$ cat config.mk
export PLATFORM = sky130hd
export DESIGN_NAME = stage_if_flat
export DESIGN_NICKNAME = d
export VERILOG_FILES = /design/src/rtl/stage_if_if.sv /design/src/rtl/stage_if.sv /design/src/flat_wrapper.sv
export SDC_FILE = /design/constraint.sdc
export NUM_CORES = 1
export LEC_CHECK = 0
export ABC_CLOCK_PERIOD_IN_PS = 3200
export BUFFER_PORTS_ARGS = -buffer_cell sky130_fd_sc_hd__buf_2
export CAP_MARGIN = 20
export CORE_MARGIN = 4
export CORE_UTILIZATION = 34
export CTS_BUF_LIST = sky130_fd_sc_hd__clkbuf_2
export DETAILED_ROUTE_END_ITERATION = 16
export GPL_TIMING_DRIVEN = 0
export PLACE_DENSITY = 0.66
export SYNTH_ARGS = -nofsm -noshare
export SYNTH_HDL_FRONTEND = slang
export SYNTH_SLANG_ARGS = --single-unit
$ cat constraint.sdc
create_clock -name clk -period 3.2 [get_ports clk]
set_input_delay 0.48 -clock clk [delete_from_list [all_inputs] [get_ports clk]]
set_output_delay 0.48 -clock clk [all_outputs]
set_load 0.01 [all_outputs]
$ cat src/rtl/stage_if_if.sv
// Instruction-memory bus between the fetch stage and instruction memory.
//   imem_addr  : word-aligned fetch address (master -> slave)
//   imem_req   : fetch request, address stable until ack (master -> slave)
//   imem_ack   : fetch complete, imem_rdata valid this cycle (slave -> master)
//   imem_rdata : fetched word (slave -> master)
interface stage_if_if;
  logic [31:0] imem_addr;
  logic        imem_req;
  logic        imem_ack;
  logic [31:0] imem_rdata;

  modport master (
    output imem_addr,
    output imem_req,
    input  imem_ack,
    input  imem_rdata
  );

  modport slave (
    input  imem_addr,
    input  imem_req,
    output imem_ack,
    output imem_rdata
  );
endinterface

$ cat src/rtl/stage_if.sv
// Instruction-fetch stage. Owns the PC, fetches words over the imem req/ack
// bus and presents {next_pc, instr} to decode through a registered IF->ID
// interstage. Buffers a fetched word across decode stalls and redirects on
// taken branches, draining a fetch that is already in flight.
//   clk              : rising-edge clock
//   rst              : asynchronous active-low reset
//   stall            : decode cannot accept; hold the interstage output
//   branch_taken     : single-cycle redirect request from execute
//   branch_dest      : redirect target, bits[1:0] ignored
//   imem             : instruction-memory bus (master side)
//   interstage_if2id : {next_pc[63:32], instr[31:0]}, registered
//   debug_pc         : current PC
module stage_if #(
  parameter logic [31:0] RESET_PC  = 32'h0000_0000,
  parameter logic [31:0] NOP_INSTR = 32'h0000_0000
) (
  input  logic                clk,
  input  logic                rst,
  input  logic                stall,
  input  logic                branch_taken,
  input  logic [31:0]         branch_dest,
  stage_if_if.master          imem,
  output logic [63:0]         interstage_if2id,
  output logic [31:0]         debug_pc
);

  localparam int unsigned XLEN             = 32;
  localparam int unsigned IF2ID_WIRE_WIDTH = 2 * XLEN;

  typedef enum logic [1:0] {
    ST_FETCH   = 2'd0,
    ST_STALLED = 2'd1,
    ST_DRAIN   = 2'd2
  } state_e;

  state_e                      state_q, state_d;
  logic [XLEN-1:0]             pc_q, pc_d;
  logic                        started_q;
  logic [IF2ID_WIRE_WIDTH-1:0] out_q, out_d;
  logic [XLEN-1:0]             hold_q, hold_d;
  logic [XLEN-1:0]             pending_q, pending_d;
  logic [XLEN-1:0]             pending_old_q, pending_old_d;

  logic                        req_c;
  logic                        ack_c;
  logic [XLEN-1:0]             dest_c;
  logic [XLEN-1:0]             pc_plus4_c;
  logic [IF2ID_WIRE_WIDTH-1:0] bubble_c;

  // State registers.
  always_ff @(posedge clk or negedge rst) begin
    if (!rst) begin
      state_q       <= ST_FETCH;
      pc_q          <= RESET_PC;
      started_q     <= 1'b0;
      out_q         <= {RESET_PC + 32'd4, NOP_INSTR};
      hold_q        <= '0;
      pending_q     <= '0;
      pending_old_q <= '0;
    end else begin
      state_q       <= state_d;
      pc_q          <= pc_d;
      started_q     <= 1'b1;
      out_q         <= out_d;
      hold_q        <= hold_d;
      pending_q     <= pending_d;
      pending_old_q <= pending_old_d;
    end
  end

  // Next-state and datapath. Priority is redirect > ack > stall.
  always_comb begin
    state_d       = state_q;
    pc_d          = pc_q;
    out_d         = out_q;
    hold_d        = hold_q;
    pending_d     = pending_q;
    pending_old_d = pending_old_q;

    req_c      = started_q && (state_q == ST_FETCH || state_q == ST_DRAIN);
    // An ack without a live request (e.g. left over from before reset) is ignored.
    ack_c      = imem.imem_ack && req_c;
    dest_c     = {branch_dest[XLEN-1:2], 2'b00};
    pc_plus4_c = pc_q + 32'd4;
    bubble_c   = {pc_plus4_c, NOP_INSTR};

    unique case (state_q)
      ST_FETCH: begin
        if (branch_taken) begin
          out_d = bubble_c;
          if (ack_c) begin
            pc_d = dest_c;
          end else begin
            // Fetch in flight cannot be aborted: wait for its ack, then redirect.
            pending_d     = dest_c;
            pending_old_d = pc_q;
            state_d       = ST_DRAIN;
          end
        end else if (ack_c) begin
          if (stall) begin
            hold_d  = imem.imem_rdata;
            state_d = ST_STALLED;
          end else begin
            out_d = {pc_plus4_c, imem.imem_rdata};
            pc_d  = pc_plus4_c;
          end
        end else if (!stall) begin
          out_d = bubble_c;
        end
      end

      ST_STALLED: begin
        if (branch_taken) begin
          pc_d    = dest_c;
          out_d   = bubble_c;
          state_d = ST_FETCH;
        end else if (!stall) begin
          out_d   = {pc_plus4_c, hold_q};
          pc_d    = pc_plus4_c;
          state_d = ST_FETCH;
        end
      end

      ST_DRAIN: begin
        out_d = bubble_c;
        // Latest redirect wins, including one coinciding with the draining ack.
        if (branch_taken) begin
          pending_d = dest_c;
        end
        if (ack_c) begin
          pc_d    = branch_taken ? dest_c : pending_q;
          state_d = ST_FETCH;
        end
      end

      default: begin
        state_d = ST_FETCH;
      end
    endcase
  end

  // Bus and observation outputs, decoded directly from registered state.
  assign imem.imem_req    = req_c;
  assign imem.imem_addr   = (state_q == ST_DRAIN) ? pending_old_q : pc_q;
  assign interstage_if2id = out_q;
  assign debug_pc         = pc_q;

endmodule

$ cat src/flat_wrapper.sv
// flat-port wrapper written by rule: the top's interface ports become plain ports
module stage_if_flat 
#(
  parameter logic [31:0] RESET_PC  = 32'h0000_0000,
  parameter logic [31:0] NOP_INSTR = 32'h0000_0000
)
  (clk, rst, stall, branch_taken, branch_dest, interstage_if2id, debug_pc, imem_imem_addr, imem_imem_req, imem_imem_ack, imem_imem_rdata);
  stage_if_if imem_i ();
  input  logic clk;
  input  logic rst;
  input  logic stall;
  input  logic branch_taken;
  input  logic [31:0] branch_dest;
  output logic [63:0] interstage_if2id;
  output logic [31:0] debug_pc;
  output wire logic [$bits(imem_i.imem_addr)-1:0] imem_imem_addr;
  output wire logic [$bits(imem_i.imem_req)-1:0] imem_imem_req;
  input wire logic [$bits(imem_i.imem_ack)-1:0] imem_imem_ack;
  input wire logic [$bits(imem_i.imem_rdata)-1:0] imem_imem_rdata;
  assign imem_imem_addr = imem_i.imem_addr;
  assign imem_imem_req = imem_i.imem_req;
  assign imem_i.imem_ack = imem_imem_ack;
  assign imem_i.imem_rdata = imem_imem_rdata;
  stage_if #(.RESET_PC(RESET_PC), .NOP_INSTR(NOP_INSTR)) u_core (.clk(clk), .rst(rst), .stall(stall), .branch_taken(branch_taken), .branch_dest(branch_dest), .imem(imem_i), .interstage_if2id(interstage_if2id), .debug_pc(debug_pc));
endmodule
# After elaboration in Yosys (flattened, before gate mapping)
# Index checks and enable logic that the tools add are counted.
dict set report totals {
  reg_bits 195
  wordCells 60
}
dict set report classes {
  n_addsub 1
  eq_ne 11
  n_mux 27
  bitwise 2
  n_reduce_logical 12
}
# cell n
set ops {}
lappend ops {{$mux W64} 6}
lappend ops {{$mux W32} 10}
lappend ops {{$pmux W64 S3} 1}
lappend ops {{$pmux W32 S3} 1}
lappend ops {{$pmux W32 S2} 1}
lappend ops {{$add A32 B3 Y32 const B} 1}
lappend ops {{$mux W2} 7}
lappend ops {{$ne A3 B3 Y1 const B} 4}
lappend ops {{$reduce_and A3 Y1} 4}
lappend ops {{$pmux W2 S3} 1}
lappend ops {{$reduce_and A5 Y1} 1}
lappend ops {{$ne A2 B1 Y1 const B} 2}
lappend ops {{$ne A2 B2 Y1 const B} 2}
lappend ops {{$reduce_and A4 Y1} 1}
lappend ops {{$ne A3 B2 Y1 const B} 1}
lappend ops {{$reduce_bool A3 Y1} 1}
lappend ops {{$eq A2 B1 Y1 const B} 1}
lappend ops {{$eq A2 B2 Y1 const B} 1}
lappend ops {{$logic_and A1 B1 Y1} 2}
lappend ops {{$logic_not A2 Y1} 1}
lappend ops {{$not A1 Y1} 2}
lappend ops {{$reduce_bool A2 Y1} 1}
lappend ops {{$logic_or A1 B1 Y1} 1}

# Longest topological paths before layout
dict set report logic_depth {
  ltp_word 7
  mapped_depth 9
}

# Worst setup path before layout
# OpenSTA, ideal clock, no wires.
dict set report synth_path {
  kind {register to output}
  from {register u_core.state_q[0]}
  to {output port imem_imem_addr[18]}
  t_arrival_ns 2.037
  required_time_ns 2.720
  setup_slack_ns 0.683
  path_stages_with_launch 9
  path_buffers 4
  path_cell_list {dfrtp_1 inv_1 ha_1 clkbuf_1 clkbuf_1 buf_1 clkbuf_1 nand2_1 o21ai_0}
}
dict set report synth_via {
  elab_chain_len 2
}
# element line
set synth_rtl {}
lappend synth_rtl {{from (decl)} stage_if.sv:36} ;# state_e state_q, state_d;
lappend synth_rtl {{from (signal assigned)} stage_if.sv:61} ;# state_q <= state_d;
lappend synth_rtl {{$eq A2 B2 Y1} stage_if.sv:144} ;# assign imem.imem_addr = (state_q == ST_DRAIN) ? pending_old_q : pc_q;
lappend synth_rtl {{$mux W32} stage_if.sv:144}
lappend synth_rtl {{to (decl)} flat_wrapper.sv:16} ;# output wire logic [$bits(imem_i.imem_addr)-1:0] imem_imem_addr;
# No other way between the ends.

# Worst setup path after layout
dict set report layout_path {
  from {register u_core.state_q[0]}
  to {output port imem_imem_addr[30]}
}
# The elaborated chain is that of the path after synthesis.

==> impl_metrics.csv <==
group,metric,value,unit
worst_setup_path,reg2reg_slack,0.31,ns
floorplan,die-width,174,um
run_status,status,"finished clean",
worst_hold_path,holdPathStages,4,
floorplan,die_height,174,um
synth,synth_common_cells,"dfrtp_1, mux2_2, nand2_1, o21ai_0, clkbuf_1",
global_routing,antenna_found_initial,4,
floorplan,placementRows,60,
worst_setup_path,path_cells,"inv_1 > ha_4 > clkbuf_8 > buf_8 > buf_6 > nand2_1 > o21ai_0 > buf_2",
worst_setup_path,path_delay_family,"buffers and inverters",
timing,hold_viol_final,0,
synth,synth-seq-cells,195,
route,drt-initial-drc-count,415,
route,vias,7997,
synth,synth.cell_area,9400,um^2
synth,syn_inst,883,
synth,synthFlopType,"dfrtp_1",
global_routing,grt.total_usage,19.4,%
synth,avgSynthCellArea,10.6,um^2
synth,yosysSeqAreaShare,51.9,%
worst_setup_path,startpoint,"u_core.state_q[0]$_DFFE_PN0P_",
floorplan,dieArea,30400,um^2
synth,yosys-top-cells-area,"dfrtp_1, mux2_2, o21ai_0, nand2_1, a22oi_1",
timing,max_freq,330,MHz
cts,cts_tree,"done",
worst_setup_path,timing.rr.end,"u_core.debug_pc[16]$_DFFE_PN0P_",
cts,cts_sinks,195,
timing,finalSetupViolations,0,
timing,rsz0062_at_grt,"false",
global_routing,grt_overflow,0,
cts,cts_root_buf,"clkbuf_2",
timing,maxSlewViolCount,0,
cts,cts_buffers,17,
layout,drive_gt1_share,32.5,%
flow_run,cap_violations,0,
worst_setup_path,crit_type,"flop to output port",
cts,clk_latency,0.77,ns
route,drt-wirelength-per-cell,19.2,um
route,drc,0,
placement,port_buffers,194,
timing,skew,0.0587,ns
cts,clk_pin_slew,0.30,ns
worst_setup_path,cp.arrival,2.55,ns
floorplan,core,27100,um^2
route,first_pass_iters,5,
synth,synth_top_cell_area_share,51.7,%
cts,cts_buffer_depth,2,
power_and_ir_drop,power,10.1,mW
synth,synth_top_area_cell,"dfrtp_1",
worst_setup_path,crit_path_end_kind,"output port",
worst_hold_path,hold_start,"branch_taken",
worst_hold_path,whs_endpoint,"u_core.debug_pc[19]$_DFFE_PN0P_",
synth,yosysWarnings,0,
worst_setup_path,cp.required,2.72,ns
global_routing,grt_pass1_vias,8220,
placement,finalWeightedCongestion,0.891,
timing,finalCritPeriodShare,94.7,%
global_routing,grt_max_degree,100,
synth,synth_nets,957,
worst_setup_path,cpPeakStageDelay,0.49,ns
cts,htree_levels,4,
worst_setup_path,reg2regPathDepth,7,
timing,post-route-min-period,3.03,ns
placement,dp_hpwl,21.5,mm
worst_setup_path,startpoint_type,"flop",
synth,yosys.cell_types.count,59,
floorplan,io_pins,198,
timing,worst_slew_pin_slew,1.16,ns
global_routing,grt_pass1_wl,46.6,mm
route,drt_wl_total,29.8,mm
layout,fin_util,43.5,%
timing,tns,0,ns
floorplan,start_util,34.7,%
worst_hold_path,hp-class,"primary input to flop",
worst_setup_path,slowest_stage,"dfrtp_2",
worst_setup_path,r2r-start,"u_core.debug_pc[2]$_DFFE_PN0P_",
route,viasPerCell,5.17,
synth,synthArstFlopShare,100,%
synth,synth.most_common_cell,"dfrtp_1",
worst_setup_path,crit_fanout,11,
power_and_ir_drop,vdd_drop_max,305,uV
power_and_ir_drop,pwr_density_cell,860,nW/um^2
layout,fin_nets,1234,
synth,synth_edf_count,0,
worst_setup_path,path_buf_inv,5,
power_and_ir_drop,leakage,5.11,nW
layout,area_delta_synth_final,25.5,%
route,ant_nets,0,
timing,relSlewSlack,22.2,%
==> registers in the layout, summed over array words and instances, names as in the netlist <==
register,count
u_core.debug_pc,32
u_core.hold_q,32
u_core.interstage_if2id,64
u_core.pending_old_q,32
u_core.pending_q,32
u_core.started_q,1
u_core.state_q,2
==> tightest hold or removal path, cell delays in order <==
cell	delay, ns
buf_2	0.12
nor2_1	0.17
o31ai_1	0.11
a31oi_1	0.08
==> worst max-delay path by stage <==
stage,cells after the start,to
finish,8,imem_imem_addr[30]
global route,8,imem_imem_addr[2]
CTS,8,imem_imem_addr[2]
detailed placement,9,imem_imem_addr[30]
global placement,1,u_core.interstage_if2id[43]$_DFFE_PN0P_
floorplan,8,imem_imem_addr[18]
==> per-stage QoR <==
stage	instance area, um^2	std cells	worst slack, ns	hold slack [ns]
after detailed placement	10900	1451	-0.450	0.467
after floorplan	9400	883	0.683	0.184
after CTS	11800	1545	0.0125	0.109
after global placement	10800	1449	-1.74	0.460
after global routing	11800	1547	0.000232	0.0909
final	11800	1548	0.170	0.210
==> cell type report <==
class / instances / area [um^2]
antenna: 3 / 7.51
buffer: 73 / 348
clock buffer: 19 / 95.1
clock inverter: 13 / 125
fill: 2629 / 15300
inverter: 10 / 37.5
multi-input combinational: 603 / 4180
sequential: 195 / 4880
tap: 372 / 465
timing repair buffer: 260 / 1650
==> kinds of logic (layout without fill, tap and decap cells) <==
kind of cell	after synthesis	count (layout)	share of synthesized area, %
buf+inv	85	375	3.77
other cells	1	4	0.0399
compound gates	237	237	16.0
simple gates	208	208	10.2
mux	124	124	14.8
flops	195	195	51.9
fa+ha+maj	5	5	0.666
xor+xnor	28	28	2.61
==> layout by cell type, fill, tap and decap left out, types with 3 or more instances in the layout <==
master           n
nor4_1           7
buf_2          201
buf_6            3
o22ai_1          8
a31oi_1          9
clkbuf_1        49
a22oi_1         37
ha_1             4
nand2_1        105
buf_4            5
o211a_1          3
nor2b_1          6
inv_1            8
buf_1            5
o2bb2ai_1        4
a21oi_1         33
clkbuf_2        21
a211oi_1        11
clkinvlp_4       4
nor3_1          13
nand3_1         12
dlygate4sd3_1   63
inv_6            3
diode_2          3
and3_1           4
xor2_1           6
clkinv_1         4
o21ai_0         89
nor2_1          39
nand4_1          7
a22o_1           3
mux2_2         122
o21a_1           8
a41oi_1          5
o22a_1           8
dfrtp_1        193
xnor2_1         22
==> power by group <==
group / internal [mW] / total, mW / switching (mW)
logic: 2.12 / 4.77 / 2.65
clock network: 0.300 / 1.23 / 0.930
registers: 3.46 / 4.15 / 0.687
==> repair_timing <==
| item | CTS | global route |
|---|---|---|
| hold buffers | 63 | 0 |
| setup endpoints to repair | 49 | 25 |
| buffers inserted | 1 | 0 |
| hold endpoints to repair | 206 | 0 |
| gates resized for setup | 14 | 11 |
==> per-layer routing <==
metal  global-route usage (%)  vias to the layer above  routed length, um
met2                     32.3                      282              14200
met1                     25.1                     3952              12900
met4                     5.71                        4                610
li1                         -                     3721                  -
met5                        0                        -                 15
met3                     4.87                       38               2030
No activity file was read; power rests on OpenSTA's default activity.
